**src/rtl/keypad_pkg.sv**
```systemverilog
// Shared state encoding, hex key map and column decode for the 4x4 keypad scanner.
package keypad_pkg;

    typedef enum logic [1:0] {
        SCAN     = 2'd0,
        DEBOUNCE = 2'd1,
        HELD     = 2'd2,
        RELEASE  = 2'd3
    } state_t;

    typedef struct packed {
        logic       valid;
        logic [1:0] index;
    } col_hit_t;

    // Indexed [row][col]; the bottom row is not in numeric order on the keypad.
    localparam logic [0:3][0:3][3:0] KEY_MAP = '{
        '{4'h1, 4'h2, 4'h3, 4'hA},
        '{4'h4, 4'h5, 4'h6, 4'hB},
        '{4'h7, 4'h8, 4'h9, 4'hC},
        '{4'hE, 4'h0, 4'hF, 4'hD}
    };

    function automatic col_hit_t onehot_low_index(input logic [3:0] v);
        col_hit_t hit;
        hit = '0;
        case (v)
            4'b1110: hit = '{valid: 1'b1, index: 2'd0};
            4'b1101: hit = '{valid: 1'b1, index: 2'd1};
            4'b1011: hit = '{valid: 1'b1, index: 2'd2};
            4'b0111: hit = '{valid: 1'b1, index: 2'd3};
            default: hit = '0;
        endcase
        return hit;
    endfunction

endpackage

```
**src/rtl/keypad_sync.sv**
```systemverilog
// Two-flop synchronizer for the active-low keypad columns; idles at all-released.
module keypad_sync (
    input  logic       clk,
    input  logic       reset,
    input  logic [3:0] d,
    output logic [3:0] q
);

    logic [3:0] meta;

    always_ff @(posedge clk) begin
        if (reset) begin
            meta <= 4'hF;
            q    <= 4'hF;
        end else begin
            meta <= d;
            q    <= meta;
        end
    end

endmodule

```
**src/rtl/keypad_scan_fsm.sv**
```systemverilog
// 4x4 keypad scanner: row sequencing, press/release debounce, one event per press, 2-digit history.
// Define KEYPAD_REPEAT_EN to emit repeat events every REPEAT_CYCLES while a key stays held.
module keypad_scan_fsm
    import keypad_pkg::*;
#(
    parameter int unsigned SCAN_CYCLES     = 1000,
    parameter int unsigned DEBOUNCE_CYCLES = 50000,
    parameter int unsigned REPEAT_CYCLES   = 12000000
) (
    input  logic       clk,
    input  logic       reset,
    input  logic [3:0] cols,
    output logic [3:0] rows,
    output logic       key_valid,
    output logic [3:0] key_code,
    output logic [7:0] digits
);

    localparam int unsigned CNT_MAX = (SCAN_CYCLES > DEBOUNCE_CYCLES) ? SCAN_CYCLES : DEBOUNCE_CYCLES;
    localparam int unsigned CNT_W   = $clog2(CNT_MAX);

    if (SCAN_CYCLES < 3 || DEBOUNCE_CYCLES < 2 || REPEAT_CYCLES < 2) begin : g_param_check
        $error("keypad_scan_fsm: parameter below its minimum");
    end

    state_t           state, state_d;
    logic [1:0]       row, row_d;
    logic [1:0]       col, col_d;
    logic [CNT_W-1:0] cnt, cnt_d;
    logic [3:0]       scols;
    logic [3:0]       rows_d;
    logic             key_valid_d;
    logic [3:0]       key_code_d;
    logic [7:0]       digits_d;
    logic             fire_c;
    logic             match_c;
    logic             key_up_c;
    logic [3:0]       key_sel_c;
    col_hit_t         hit_c;

`ifdef KEYPAD_REPEAT_EN
    localparam int unsigned REP_W = $clog2(REPEAT_CYCLES);
    logic [REP_W-1:0] rep_cnt, rep_cnt_d;
`endif

    keypad_sync u_sync (
        .clk   (clk),
        .reset (reset),
        .d     (cols),
        .q     (scols)
    );

    assign hit_c     = onehot_low_index(scols);
    assign match_c   = (scols == ~(4'b0001 << col));
    assign key_up_c  = scols[col];
    assign key_sel_c = KEY_MAP[row][col];

    // State and output registers.
    always_ff @(posedge clk) begin
        if (reset) begin
            state     <= SCAN;
            row       <= '0;
            col       <= '0;
            cnt       <= '0;
            rows      <= 4'b1110;
            key_valid <= 1'b0;
            key_code  <= '0;
            digits    <= '0;
`ifdef KEYPAD_REPEAT_EN
            rep_cnt   <= '0;
`endif
        end else begin
            state     <= state_d;
            row       <= row_d;
            col       <= col_d;
            cnt       <= cnt_d;
            rows      <= rows_d;
            key_valid <= key_valid_d;
            key_code  <= key_code_d;
            digits    <= digits_d;
`ifdef KEYPAD_REPEAT_EN
            rep_cnt   <= rep_cnt_d;
`endif
        end
    end

    // Next-state logic; fire_c marks the cycle whose edge publishes a key event.
    always_comb begin
        state_d = state;
        row_d   = row;
        col_d   = col;
        cnt_d   = cnt;
        fire_c  = 1'b0;
`ifdef KEYPAD_REPEAT_EN
        rep_cnt_d = '0;
`endif
        case (state)
            SCAN: begin
                if (cnt == CNT_W'(SCAN_CYCLES - 1)) begin
                    cnt_d = '0;
                    if (hit_c.valid) begin
                        col_d   = hit_c.index;
                        state_d = DEBOUNCE;
                    end else begin
                        row_d = row + 2'd1;
                    end
                end else begin
                    cnt_d = cnt + CNT_W'(1);
                end
            end
            DEBOUNCE: begin
                if (!match_c) begin
                    state_d = SCAN;
                    row_d   = row + 2'd1;
                    cnt_d   = '0;
                end else if (cnt == CNT_W'(DEBOUNCE_CYCLES - 1)) begin
                    state_d = HELD;
                    cnt_d   = '0;
                    fire_c  = 1'b1;
                end else begin
                    cnt_d = cnt + CNT_W'(1);
                end
            end
            HELD: begin
                if (key_up_c) begin
                    state_d = RELEASE;
                    cnt_d   = '0;
                end
`ifdef KEYPAD_REPEAT_EN
                else if (rep_cnt == REP_W'(REPEAT_CYCLES - 1)) begin
                    fire_c = 1'b1;
                end else begin
                    rep_cnt_d = rep_cnt + REP_W'(1);
                end
`endif
            end
            RELEASE: begin
                if (!key_up_c) begin
                    state_d = HELD;
                    cnt_d   = '0;
                end else if (cnt == CNT_W'(DEBOUNCE_CYCLES - 1)) begin
                    state_d = SCAN;
                    row_d   = row + 2'd1;
                    cnt_d   = '0;
                end else begin
                    cnt_d = cnt + CNT_W'(1);
                end
            end
            default: begin
                state_d = SCAN;
                row_d   = '0;
                cnt_d   = '0;
            end
        endcase
    end

    // Output values registered alongside the state; rows track the next row index.
    always_comb begin
        rows_d      = ~(4'b0001 << row_d);
        key_valid_d = fire_c;
        key_code_d  = key_code;
        digits_d    = digits;
        if (fire_c) begin
            key_code_d = key_sel_c;
            digits_d   = {digits[3:0], key_sel_c};
        end
    end

endmodule

```
**config.mk**
```make
export PLATFORM = sky130hd
export DESIGN_NAME = keypad_scan_fsm
export DESIGN_NICKNAME = d
export VERILOG_FILES = /design/src/rtl/keypad_pkg.sv /design/src/rtl/keypad_sync.sv /design/src/rtl/keypad_scan_fsm.sv
export SDC_FILE = /design/constraint.sdc
export NUM_CORES = 1
export LEC_CHECK = 0
export ABC_AREA = 1
export BUFFER_PORTS_ARGS = -buffer_cell sky130_fd_sc_hd__buf_4
export CORE_MARGIN = 4
export CORE_UTILIZATION = 55
export DETAILED_ROUTE_END_ITERATION = 10
export PLACE_DENSITY = 0.81
export SYNTH_ARGS = -nofsm -noshare
export SYNTH_HDL_FRONTEND = slang
export SYNTH_SLANG_ARGS = --single-unit
```
**constraint.sdc**
```tcl
create_clock -name clk -period 2.3 [get_ports clk]
set_input_delay 0.23 -clock clk [delete_from_list [all_inputs] [get_ports clk]]
set_output_delay 0.23 -clock clk [all_outputs]
set_load 0.005 [all_outputs]
```
==> impl_summary.md <==
STA
The number of max-slew violations in the final report was 0. For the final database, setup skew stands at 0.00474 ns. For the finished layout, the period the worst path requires is roughly 1.9 ns. The number of hold-slack violations in the final timing report came to 0.

The worst pin sits at a relative slew slack of 48.9%. The number of setup violations in the final report is 0. Once routing completed, OpenROAD measured the worst setup slack at 0.396 ns.

The final setup TNS is 0 ns. Of the available clock period, the critical path in the final layout requires 82.8%. The measured slew at the worst slew-check pin is 0.766 ns.

Setup repair after global routing left no endpoint under its margin. Based on the critical path, the design can be clocked at up to 525 MHz.

Final layout
The net count reported at finish is a little over 400. In the final layout, flip-flops and latches occupy 861 sq um. The number of antenna diodes is 0. The post-route netlist has 18.3% of its cells at a drive strength greater than 1. The area occupied by multi-input gates is 0.00139 sq mm.

The filler cell count is 405. Relative to the synthesized area, the layout overhead comes to 8.97%.

Placement
The worst slack at placement is about 0.42 ns. The half-perimeter wire length after detailed placement is 3840 microns. The congestion estimate from routability-driven global placement came to 0.957. The count of buffers from port buffering is 22.

Clock tree
Hold repair after CTS inserted 0 buffers. Clock tree synthesis inserted a total of 5 buffers. The number of gates resized after CTS was 0.

The later pin in the worst-skew pair is clocked with a latency of 0.29 ns. For this design, the sink count on the clock tree is 43. TritonCTS built the clock tree. The root cell of the clock tree is sky130_fd_sc_hd__clkbuf_8. After clock tree synthesis, the clock-pin slew on the worst setup and hold paths is 0.08 ns. The maximum level of the CTS H-tree is 2.

The total setup buffers inserted after CTS is 0. The maximum buffer depth of the clock tree is 2.

Global route
The number of global-route vias before repair is 2086. The initial antenna violation count was 0. Entering global routing, the biggest net connects 25 pins. The first global-routing pass estimated 8970 microns of wire. The total congestion overflow after global routing is 0. For this run, the total global-route usage over all layers was measured as 18.1%.

Worst setup path
In this run the worst path has a maximum fanout of 12. Broken down by cell family, the worst path's largest delay share belongs to simple AND/OR/NAND/NOR gates. For this design, the slowest cell found on the critical path is sky130_fd_sc_hd__dfxtp_1. The buffer and inverter count on the worst path is 1. On the worst path, the slowest cell contributes a delay of roughly 0.53 ns. The startpoint type of the worst setup path is a flop.

The required time of the worst setup path is 2.48 ns. In this run the critical register-to-register path is captured at cnt[11]. The critical path arrival is 2.09 ns. The source of the worst register-to-register timing path is col[0].

STA classifies the critical path endpoint as a flop. Measured in cells, the most critical reg-to-reg path has a length of 9. The setup slack of the most critical reg-to-reg path is slightly below 0.4 ns. The worst setup path is of the reg2reg kind.

Walking the worst path, the cells encountered are buf_4 -> nand2_1 -> nand3_1 -> nand3_2 -> nand3_2 -> nor2_2 -> nand2_1 -> xor2_1 -> nor2_2.

Drt
For this run, design rule violations remaining after detail routing come to 0. Wires add up to 5040 microns. The pre-antenna-repair detailed-routing pass consisted of 5 iterations.

The residual antenna-violating net count after detailed routing is 0. After detailed routing, the average wire length per cell comes to about 11 microns. The routed layout has about 2300 vias.

The DRC marker count from the first detailed-route iteration is 204. Using the TritonRoute via totals, the vias-per-cell ratio works out to 5.25.

Die
The initialized floorplan defines 24 standard-cell rows. For this design the top-level I/O count stands at 23. In this run the vertical extent of the chip is 75.9 microns. The die span in x is about 76 microns.

For this configuration, the core starts out at a cell density of a little under three fifths. The area of the die is 0.00576 sq mm. The core region is 0.00441 sq mm.

Synthesis
The fraction of post-synthesis cell area in the top cell type by area is between 30% and 40%. Synthesis produced a netlist whose cell count is between 300 and 400. Yosys attributes the largest share of cell area to sky130_fd_sc_hd__dfxtp_1 (34%), sky130_fd_sc_hd__nand2_1 (13%), sky130_fd_sc_hd__nor2_1 (7.7%). The Yosys step of the flow raised 0 warnings. After synthesis the netlist holds a flip-flop and latch count of 43. Synthesis produced a netlist with a net count of 387.

The fraction of the yosys area taken by sequential cells is 33.9%. The post-synthesis area per instance is 6.78 sq um. The commonest register cell after synthesis is sky130_fd_sc_hd__dfxtp_1. The number of synthesized flops with an enable pin is 0. The proportion of register bits with asynchronous set or reset after synthesis is 0%. The synthesized netlist contains 36 unique library cells. The largest area contributor in the netlist is sky130_fd_sc_hd__dfxtp_1.

Summing every instance area after synthesis gives 0.00254 sq mm.

Power
The share of total power in the clock network is 35.3%. The net load switching power is 0.000286 W. The internal power of the cells totals between 0.0009 and 0.001 W.

Across the VDD grid, the largest voltage drop is 0.303 mV. The share of total power dissipated in sequential elements is 59.5%. The combinational fraction of design power is approximately 5.2%. The leakage power is roughly 1.3 nW. The total power divided by cell area is 463 mW/mm^2.

The fraction of power spent switching nets is 22.4%. Summing internal, switching and leakage power gives 0.00128 W.

Hold path
The worst hold path depth is 2. The endpoint of the worst hold path is u_sync.meta[0]. The hold path startpoint is cols[0].

The type of the most critical hold path is in2reg.

Status
The flow ran to the end, and the final reports show no timing, DRC or antenna violations.

Flow run
The count of maximum capacitance violations is 0.
==> cell usage in the layout, fill, tap and decap left out, types with 2 or more instances in the layout <==
cell and count:
sky130_fd_sc_hd__nor2_2 9, sky130_fd_sc_hd__xor2_1 7, sky130_fd_sc_hd__nand3_2 8, sky130_fd_sc_hd__o21ai_0 17
sky130_fd_sc_hd__nand3_1 29, sky130_fd_sc_hd__dfxtp_1 43, sky130_fd_sc_hd__ha_1 7, sky130_fd_sc_hd__nand2_4 2
sky130_fd_sc_hd__a21oi_1 6, sky130_fd_sc_hd__nand2_2 7, sky130_fd_sc_hd__clkbuf_8 5, sky130_fd_sc_hd__o21ai_1 2
sky130_fd_sc_hd__or2_2 8, sky130_fd_sc_hd__buf_4 23, sky130_fd_sc_hd__clkbuf_1 2, sky130_fd_sc_hd__inv_1 45
sky130_fd_sc_hd__nand2_1 87, sky130_fd_sc_hd__nand4_1 5, sky130_fd_sc_hd__nor2_1 52, sky130_fd_sc_hd__inv_2 3
sky130_fd_sc_hd__nor2_4 2, sky130_fd_sc_hd__nor3_1 10
==> synthesized netlist by cell type, types with 2 or more instances <==
cell,instances
sky130_fd_sc_hd__a21oi_1,6
sky130_fd_sc_hd__buf_4,4
sky130_fd_sc_hd__buf_6,4
sky130_fd_sc_hd__clkbuf_1,3
sky130_fd_sc_hd__dfxtp_1,43
sky130_fd_sc_hd__ha_1,7
sky130_fd_sc_hd__inv_1,45
sky130_fd_sc_hd__inv_2,3
sky130_fd_sc_hd__nand2_1,87
sky130_fd_sc_hd__nand2_2,7
sky130_fd_sc_hd__nand2_4,2
sky130_fd_sc_hd__nand3_1,29
sky130_fd_sc_hd__nand3_2,8
sky130_fd_sc_hd__nand4_1,5
sky130_fd_sc_hd__nor2_1,52
sky130_fd_sc_hd__nor2_2,9
sky130_fd_sc_hd__nor2_4,2
sky130_fd_sc_hd__nor3_1,10
sky130_fd_sc_hd__o21ai_0,17
sky130_fd_sc_hd__o21ai_1,2
sky130_fd_sc_hd__or2_2,8
sky130_fd_sc_hd__xor2_1,7
==> per-stage QoR <==
| step | cell area, sq um | std cells | hold WS (ns) | utilization, % |
|---|---|---|---|---|
| floorplan | 2540 | 374 | 0.334 | - |
| global placement | 2680 | 437 | 0.390 | 60.8 |
| detailed placement | 2680 | 437 | 0.395 | 60.8 |
| CTS | 2770 | 445 | 0.115 | 62.6 |
| global route | 2770 | 445 | 0.116 | 62.6 |
| finish | 2770 | 445 | 0.117 | 62.6 |
==> cell type report <==
cell class	instances	area share [%]
Clock inverter	1	0.181
Sequential cell	43	31.1
Clock buffer	7	2.76
Tap cell	52	2.35
Timing Repair Buffer	23	6.24
Multi-Input combinational cell	269	50.3
Inverter	50	7.06
==> worst max-delay path by stage <==
| stage | cells past startpoint | from | to | slack, ns |
|---|---|---|---|---|
| 6_report | 9 | col[0] | cnt[11] | 0.40 |
| 5_1_grt | 9 | col[0] | cnt[15] | 0.17 |
| 4_1_cts | 9 | col[0] | cnt[11] | 0.40 |
| 3_5_place_dp | 9 | col[0] | cnt[11] | 0.42 |
| 3_3_place_gp | 9 | col[0] | cnt[11] | 0.48 |
| 2_1_floorplan | 12 | cnt[0] | cnt[8] | 0.79 |
==> cell families (layout without fill, tap and decap cells) <==
| kind of cell | count (synthesis) | count (layout) | synth area share, % |
|---|---|---|---|
| and+or+nand+nor | 223 | 223 | 41.8 |
| adders and majority gates | 7 | 7 | 3.45 |
| buffers and inverters | 62 | 81 | 11.3 |
| muxes | 1 | 1 | 0.394 |
| xor gates and xnor gates | 8 | 8 | 2.76 |
| AOI/OAI and AO/OA | 30 | 30 | 6.36 |
| DFF | 43 | 43 | 33.9 |
==> registers in the layout, indices dropped and copies added (netlist names) <==
register / count
rows: 4
key_code: 3
digits: 5
col: 2
row: 2
u_sync.meta: 4
key_valid: 1
u_sync.q: 4
cnt: 16
state: 2
==> worst register-to-register path: stages, from the launching register on <==
cell and delay, ns:
sky130_fd_sc_hd__dfxtp_1 0.53, sky130_fd_sc_hd__buf_4 0.22, sky130_fd_sc_hd__nand2_1 0.06, sky130_fd_sc_hd__nand3_1 0.13
sky130_fd_sc_hd__nand3_2 0.28, sky130_fd_sc_hd__nand3_2 0.20, sky130_fd_sc_hd__nor2_2 0.07, sky130_fd_sc_hd__nand2_1 0.07
sky130_fd_sc_hd__xor2_1 0.17, sky130_fd_sc_hd__nor2_2 0.05
==> power groups by stage <==
stage	registers (W)	clock network, W	logic (W)
after floorplan	0.000778	0	0.0000505
after global placement	0.000779	0	0.0000654
after detailed placement	0.000779	0	0.0000666
after CTS	0.000761	0.000465	0.0000668
after global routing	0.000763	0.000497	0.0000771
final	0.000762	0.000452	0.0000665
==> routing by layer <==
layer | part of all wire (%) | GRT usage (%)
met5 | 0 | 0
met4 | 1.2 | 6.05
met3 | 7.2 | 4.27
met2 | 44 | 28.3
met1 | 48 | 24.2
No activity file was read; power rests on OpenSTA's default activity.
